$ cat src/rtl/product_divider_pkg.sv
`default_nettype none
// ============================================================================
// Module   : product_divider_pkg
// Purpose  : Shared types and constants for the product_divider block.
//            - state_e       : controller states (IDLE / RUN / DONE)
//            - DEFAULT_WIDTH : default divisor/remainder width
//            - LAT           : start-edge to out_valid latency, 2*WIDTH+1
// Revision : 1.0  initial release
// ============================================================================
package product_divider_pkg;

  localparam int DEFAULT_WIDTH = 32;
  localparam int LAT           = 2 * DEFAULT_WIDTH + 1;

  typedef enum logic [1:0] {
    IDLE = 2'd0,
    RUN  = 2'd1,
    DONE = 2'd2
  } state_e;

endpackage
`default_nettype wire

$ cat src/rtl/product_divider_step.sv
`default_nettype none
// ============================================================================
// Module   : product_divider_step
// Purpose  : One combinational shift-subtract step of a restoring divider.
// Ports    : rem_in  [WIDTH-1:0] partial remainder entering the step
//            num_bit             next dividend bit shifted into the remainder
//            den     [WIDTH-1:0] divisor
//            rem_out [WIDTH-1:0] partial remainder leaving the step
//            q_bit               quotient bit resolved by this step
// Revision : 1.0  initial release
// ============================================================================
module product_divider_step #(
  parameter int WIDTH = 32
) (
  input  logic [WIDTH-1:0] rem_in,
  input  logic             num_bit,
  input  logic [WIDTH-1:0] den,
  output logic [WIDTH-1:0] rem_out,
  output logic             q_bit
);

  // The shifted remainder needs one extra bit before the compare.
  logic [WIDTH:0] rem_shift;

  always_comb begin
    rem_shift = {rem_in, num_bit};
    q_bit     = (rem_shift >= {1'b0, den});
    // The result is always below den, so WIDTH-bit arithmetic is exact
    // even when the dropped top bit of rem_shift was set.
    rem_out   = q_bit ? (rem_shift[WIDTH-1:0] - den) : rem_shift[WIDTH-1:0];
  end

endmodule
`default_nettype wire

$ cat src/rtl/product_divider.sv
`default_nettype none
// ============================================================================
// Module   : product_divider
// Purpose  : Iterative restoring divider, 2*WIDTH-bit dividend by WIDTH-bit
//            divisor, one quotient bit per clock, start/busy/valid handshake.
// Ports    : clk, rst_n (async assert, active low)
//            in_start, in_num[2W], in_den[W]          request + operands
//            out_busy, out_valid                       handshake
//            out_quot[2W], out_rem[W], out_div0        registered results
//            out_ovf  (only with PRODUCT_DIVIDER_OVF_EN) quotient exceeds W bits
// Config   : `define PRODUCT_DIVIDER_OVF_EN to add out_ovf.
// Revision : 1.0  initial release
// ============================================================================
module product_divider
  import product_divider_pkg::*;
#(
  parameter int WIDTH = DEFAULT_WIDTH
) (
  input  logic               clk,
  input  logic               rst_n,
  input  logic               in_start,
  input  logic [2*WIDTH-1:0] in_num,
  input  logic [WIDTH-1:0]   in_den,
  output logic               out_busy,
  output logic               out_valid,
  output logic [2*WIDTH-1:0] out_quot,
  output logic [WIDTH-1:0]   out_rem,
  output logic               out_div0
`ifdef PRODUCT_DIVIDER_OVF_EN
  ,
  output logic               out_ovf
`endif
);

  localparam int                CNT_W    = $clog2(2 * WIDTH);
  localparam logic [CNT_W-1:0]  LAST_CNT = CNT_W'(2 * WIDTH - 1);

  state_e               state_q, state_d;
  logic [CNT_W-1:0]     count_q, count_d;
  // work_q starts as the dividend; each step shifts its MSB into the
  // remainder and the new quotient bit into its LSB, so after 2*WIDTH
  // steps it holds the complete quotient.
  logic [2*WIDTH-1:0]   work_q, work_d;
  logic [WIDTH-1:0]     den_q, den_d;
  logic [WIDTH-1:0]     rem_q, rem_d;
  logic [2*WIDTH-1:0]   out_quot_q, out_quot_d;
  logic [WIDTH-1:0]     out_rem_q, out_rem_d;
  logic                 out_div0_q, out_div0_d;
`ifdef PRODUCT_DIVIDER_OVF_EN
  logic                 ovf_pend_q, ovf_pend_d;
  logic                 out_ovf_q, out_ovf_d;
`endif

  logic [WIDTH-1:0]     step_rem;
  logic                 step_q_bit;
  logic [2*WIDTH-1:0]   work_shift;

  product_divider_step #(
    .WIDTH (WIDTH)
  ) u_step (
    .rem_in  (rem_q),
    .num_bit (work_q[2*WIDTH-1]),
    .den     (den_q),
    .rem_out (step_rem),
    .q_bit   (step_q_bit)
  );

  assign work_shift = {work_q[2*WIDTH-2:0], step_q_bit};

  // --------------------------------------------------------------------------
  // State register and datapath registers
  // --------------------------------------------------------------------------
  always_ff @(posedge clk or negedge rst_n) begin
    if (!rst_n) begin
      state_q    <= IDLE;
      count_q    <= '0;
      work_q     <= '0;
      den_q      <= '0;
      rem_q      <= '0;
      out_quot_q <= '0;
      out_rem_q  <= '0;
      out_div0_q <= 1'b0;
`ifdef PRODUCT_DIVIDER_OVF_EN
      ovf_pend_q <= 1'b0;
      out_ovf_q  <= 1'b0;
`endif
    end else begin
      state_q    <= state_d;
      count_q    <= count_d;
      work_q     <= work_d;
      den_q      <= den_d;
      rem_q      <= rem_d;
      out_quot_q <= out_quot_d;
      out_rem_q  <= out_rem_d;
      out_div0_q <= out_div0_d;
`ifdef PRODUCT_DIVIDER_OVF_EN
      ovf_pend_q <= ovf_pend_d;
      out_ovf_q  <= out_ovf_d;
`endif
    end
  end

  // --------------------------------------------------------------------------
  // Next-state logic
  // --------------------------------------------------------------------------
  always_comb begin
    state_d = state_q;
    case (state_q)
      IDLE: begin
        if (in_start) begin
          state_d = (in_den == '0) ? DONE : RUN;
        end
      end
      RUN: begin
        if (count_q == LAST_CNT) begin
          state_d = DONE;
        end
      end
      DONE:    state_d = IDLE;
      default: state_d = IDLE;
    endcase
  end

  // --------------------------------------------------------------------------
  // Datapath next values. Result registers load on the edge that enters
  // DONE, so they are already valid while out_valid is high.
  // --------------------------------------------------------------------------
  always_comb begin
    count_d    = count_q;
    work_d     = work_q;
    den_d      = den_q;
    rem_d      = rem_q;
    out_quot_d = out_quot_q;
    out_rem_d  = out_rem_q;
    out_div0_d = out_div0_q;
`ifdef PRODUCT_DIVIDER_OVF_EN
    ovf_pend_d = ovf_pend_q;
    out_ovf_d  = out_ovf_q;
`endif

    case (state_q)
      IDLE: begin
        if (in_start) begin
          work_d  = in_num;
          den_d   = in_den;
          rem_d   = '0;
          count_d = '0;
          if (in_den == '0) begin
            out_quot_d = '1;
            out_rem_d  = in_num[WIDTH-1:0];
            out_div0_d = 1'b1;
`ifdef PRODUCT_DIVIDER_OVF_EN
            out_ovf_d  = 1'b0;
`endif
          end else begin
`ifdef PRODUCT_DIVIDER_OVF_EN
            // Quotient fits in WIDTH bits only if the high half is below den.
            ovf_pend_d = (in_num[2*WIDTH-1:WIDTH] >= in_den);
`endif
          end
        end
      end
      RUN: begin
        work_d  = work_shift;
        rem_d   = step_rem;
        count_d = count_q + CNT_W'(1);
        if (count_q == LAST_CNT) begin
          count_d    = '0;
          out_quot_d = work_shift;
          out_rem_d  = step_rem;
          out_div0_d = 1'b0;
`ifdef PRODUCT_DIVIDER_OVF_EN
          out_ovf_d  = ovf_pend_q;
`endif
        end
      end
      default: begin
      end
    endcase
  end

  // --------------------------------------------------------------------------
  // Outputs (decoded from registered state only)
  // --------------------------------------------------------------------------
  always_comb begin
    out_busy  = (state_q != IDLE);
    out_valid = (state_q == DONE);
  end

  assign out_quot = out_quot_q;
  assign out_rem  = out_rem_q;
  assign out_div0 = out_div0_q;
`ifdef PRODUCT_DIVIDER_OVF_EN
  assign out_ovf  = out_ovf_q;
`endif

endmodule
`default_nettype wire

$ cat config.mk
export PLATFORM = sky130hd
export DESIGN_NAME = product_divider
export DESIGN_NICKNAME = d
export VERILOG_FILES = /design/src/rtl/product_divider_pkg.sv /design/src/rtl/product_divider_step.sv /design/src/rtl/product_divider.sv
export SDC_FILE = /design/constraint.sdc
export NUM_CORES = 1
export LEC_CHECK = 0
export ABC_AREA = 1
export CORE_ASPECT_RATIO = 1.1
export CORE_MARGIN = 1
export CORE_UTILIZATION = 59
export DETAILED_ROUTE_END_ITERATION = 8
export PLACE_DENSITY = 0.87
export SYNTH_ARGS = -nofsm -noshare
export SYNTH_HDL_FRONTEND = slang
export SYNTH_SLANG_ARGS = --single-unit
$ cat constraint.sdc
create_clock -name clk -period 3.46 [get_ports clk]
set_input_delay 0.519 -clock clk [delete_from_list [all_inputs] [get_ports clk]]
set_output_delay 0.519 -clock clk [all_outputs]
set_load 0.005 [all_outputs]
==> run_results.csv <==
group,metric,value,unit
grt,grt-ovfl-total,0,
clock_tree,cts_hold_buf,0,
grt,grtUsageTotal,33.3,%
clock_tree,clockBufferDepth,3,
pwr,power_density,1050,nW/µm²
detailed_routing,drtIter0Drc,1025,
worst_setup_path,reg2reg_depth,15,
worst_setup_path,end_kind,"flip-flop",
clock_tree,cts_repair_resize_count,0,
placed_design,hpwl,26.7,mm
timing,min_period_over_period,77.3,%
placed_design,placed_area,15400,µm²
timing,max_slew.worst_pin.slew,1100,ps
final_layout,drive_gt1_share,7.32,%
placed_design,dp_slack,416,ps
timing,holdWs,-4.44,ps
timing,hold_viol,3,
detailed_routing,postRouteAntennaNets,0,
grt,grt_max_degree,100,
floorplanning,die_area,23000,µm²
synth,synth_area_per_cell,7.47,µm²
floorplanning,core_area,22000,µm²
synth,async_flop_share,100,%
detailed_routing,drt-pass1-iter-count,6,
pwr,peakVddDrop,0.563,mV
grt,antenna_found_initial,0,
detailed_routing,wirelength,37.2,mm
grt,grt_busiest_layer,"met2",
placed_design,place_congestion,0.973,
grt,use_met2,54.7,%
outcome,failed_checks,"negative hold slack",
worst_setup_path,crit_type,"input pin to flip-flop",
clock_tree,cts_buffers,25,
synth,synthCells,1772,
worst_setup_path,crit_fanout,99,
final_layout,fin_cells,2249,
timing,fin_crit,2670,ps
final_layout,num_antenna_cells,0,
clock_tree,cts.htree.levels,1,
worst_setup_path,cp.arrival,3080,ps
job,maxCapViolations,0,
clock_tree,post-cts-setup-buffer-count,0,
grt,grtUsageMet1,42.7,%
placed_design,io_buffers,197,
synth,syn-num-nets,1905,
pwr,p_leak,8.02,nW
worst_hold_path,hold_class,"input pin to asynchronous set/reset pin",
floorplanning,ios,198,
synth,ys_seq_area_share,44.1,%
synth,yosys_warnings,0,
detailed_routing,vias,12200,
clock_tree,cts_sinks,233,
synth,synth_seq_cells,233,
synth,synth_cell_types,41,
synth,syn-cell-area,13200,µm²
floorplanning,rows,57,
final_layout,design_area,16200,µm²
worst_setup_path,worstReg2RegStart,"rem_q[18]$_DFFE_PN0P_",
timing,setup_violations,0,
detailed_routing,viasPerCell,5.40,
timing,rsz0062_at_grt,"no",
clock_tree,cts_tree,"done",
final_layout,num-fill-cells,1689,
final_layout,syn_to_final_growth,22.2,%
grt,grt_pass1_vias,11900,
floorplanning,dieWidth,145,µm
timing,fin_tns_setup,0,ps
timing,relSlewSlack,26.4,%
timing,finClkSkew,15.7,ps
grt,use_met3,7.70,%
synth,synth_edf_count,0,
timing,maxSlewViolCount,0,
timing,fmax,374,MHz
detailed_routing,drc,0,
floorplanning,die_y,159,µm
grt,grt_pass1_wl,60.2,mm
outcome,outcome,"finished, violations left",
placed_design,dp.cells,2204,
worst_setup_path,r2r_end,"out_rem[31]$_DFFE_PN0P_",
timing,setup_ws,786,ps
final_layout,layout.nets,2069,
clock_tree,ctsRootBufferMaster,"clkbuf_16",
synth,synthFlopType,"dfrtp_1",
clock_tree,clock_latency,530,ps
clock_tree,clkSlewWorstSetupHoldPaths,60,ps
detailed_routing,wl_per_cell,16.6,µm
worst_setup_path,r2r_setup_slack,830,ps
worst_setup_path,start_kind,"input pin",
worst_setup_path,crit_required,3860,ps
floorplanning,start_util,60.0,%
-- critical path, cell delays in order --
cell             delay [ps]
clkdlybuf4s50_1         430
nor4_1                  670
nand3_1                 210
o21ai_1                 280
nand2_2                 190
clkinv_2                110
buf_12                  290
nand2_1                  90
o21ai_0                 120
inv_1                    80
-- worst max-delay path by stage --
| stage | to | slack, ps | cells after the start | startpoint |
|---|---|---|---|---|
| 6_report | out_quot[43]$_DFFE_PN0P_ | 790 | 10 | in_den[21] |
| 3_3_place_gp | out_rem[12]$_DFFE_PN0P_ | 490 | 10 | in_den[21] |
| 4_1_cts | out_rem[31]$_DFFE_PN0P_ | 870 | 15 | rem_q[18]$_DFFE_PN0P_ |
| 2_1_floorplan | out_rem[28]$_DFFE_PN0P_ | 1450 | 16 | work_q[63]$_DFFE_PN0P_ |
| 3_5_place_dp | out_quot[41]$_DFFE_PN0P_ | 420 | 10 | in_den[21] |
| 5_1_grt | out_rem[5]$_DFFE_PN0P_ | 650 | 15 | rem_q[19]$_DFFE_PN0P_ |
-- routing by layer --
metal,part of all wire (%),up-vias
met5,0,-
met4,3.3,0
met3,7.4,76
met2,48,447
met1,41,5748
li1,-,5880
-- placed cells by master, fill, tap and decap left out, drive strengths merged, types with 2 or more instances in the layout --
cell type,n
a21oi,50
and2,7
buf,16
clkbuf,40
clkdlybuf4s50,196
clkinv,4
dfrtp,233
ha,33
inv,320
nand2,484
nand3,137
nand4,45
nor2,186
nor3,8
nor4,4
o21ai,70
o221ai,31
o22ai,2
o31ai,31
or2,33
xor2,16
-- registers in the layout, indices dropped and copies added, names as in the netlist --
name and flops:
den_q 32, count_q 6, state_q 2, out_quot 64, work_q 64, out_div0 1
out_rem 32, rem_q 32
-- cell type report --
class	count	area, µm²	area share, %
Tap cell	295	369	2.28
Clock buffer	40	742	4.59
Multi-Input combinational cell	1143	5790	35.8
Sequential cell	233	5830	36.1
Inverter	321	1210	7.46
Timing Repair Buffer	212	2160	13.4
Clock inverter	5	56.3	0.348
-- cell families (layout without fill, tap and decap cells) --
family | count (synthesis) | count (layout) | synth area share, %
xor+xnor | 16 | 16 | 1.06
compound gates | 188 | 188 | 8.68
simple gates | 905 | 905 | 30.7
flops | 233 | 233 | 44.1
buf+inv | 396 | 578 | 12.3
fa+ha+maj | 34 | 34 | 3.27
-- power by group --
part	internal [W]	leakage (nW)	switching [W]	total (W)
registers	0.00387	2.66	0.000658	0.00453
clock network	0.00154	0.388	0.00108	0.00261
logic	0.00359	4.98	0.00627	0.00986
total	0.00899	8.02	0.00801	0.0170
-- per-stage QoR --
stage | power (W) | util (%)
detailed placement | 0.0142 | 69.7
floorplan | 0.0114 | -
CTS | 0.0170 | 73.3
global route | 0.0184 | 73.3
global placement | 0.0140 | 69.7
finish | 0.0170 | 73.3
-- synthesized netlist by cell type (4+ instances only) --
| cell type | n | area (µm²) |
|---|---|---|
| nor3_1 | 7 | 35.0 |
| nor2_2 | 9 | 56.3 |
| clkbuf_1 | 36 | 135 |
| nand2_1 | 477 | 1790 |
| buf_4 | 4 | 30.0 |
| o221ai_1 | 31 | 272 |
| xor2_1 | 16 | 140 |
| inv_1 | 314 | 1180 |
| buf_6 | 7 | 78.8 |
| buf_2 | 19 | 95.1 |
| nand3_2 | 31 | 310 |
| nand4_1 | 45 | 282 |
| nor4_1 | 4 | 25.0 |
| buf_1 | 6 | 22.5 |
| nand2_2 | 6 | 37.5 |
| nor2_1 | 175 | 657 |
| inv_2 | 7 | 26.3 |
| a21oi_1 | 50 | 250 |
| o21ai_0 | 68 | 340 |
| dfrtp_1 | 233 | 5830 |
| ha_1 | 33 | 413 |
| or2_2 | 30 | 188 |
| and2_1 | 7 | 43.8 |
| nand3_1 | 105 | 526 |
| o31ai_1 | 31 | 233 |
(Power assumes the default switching activity.)
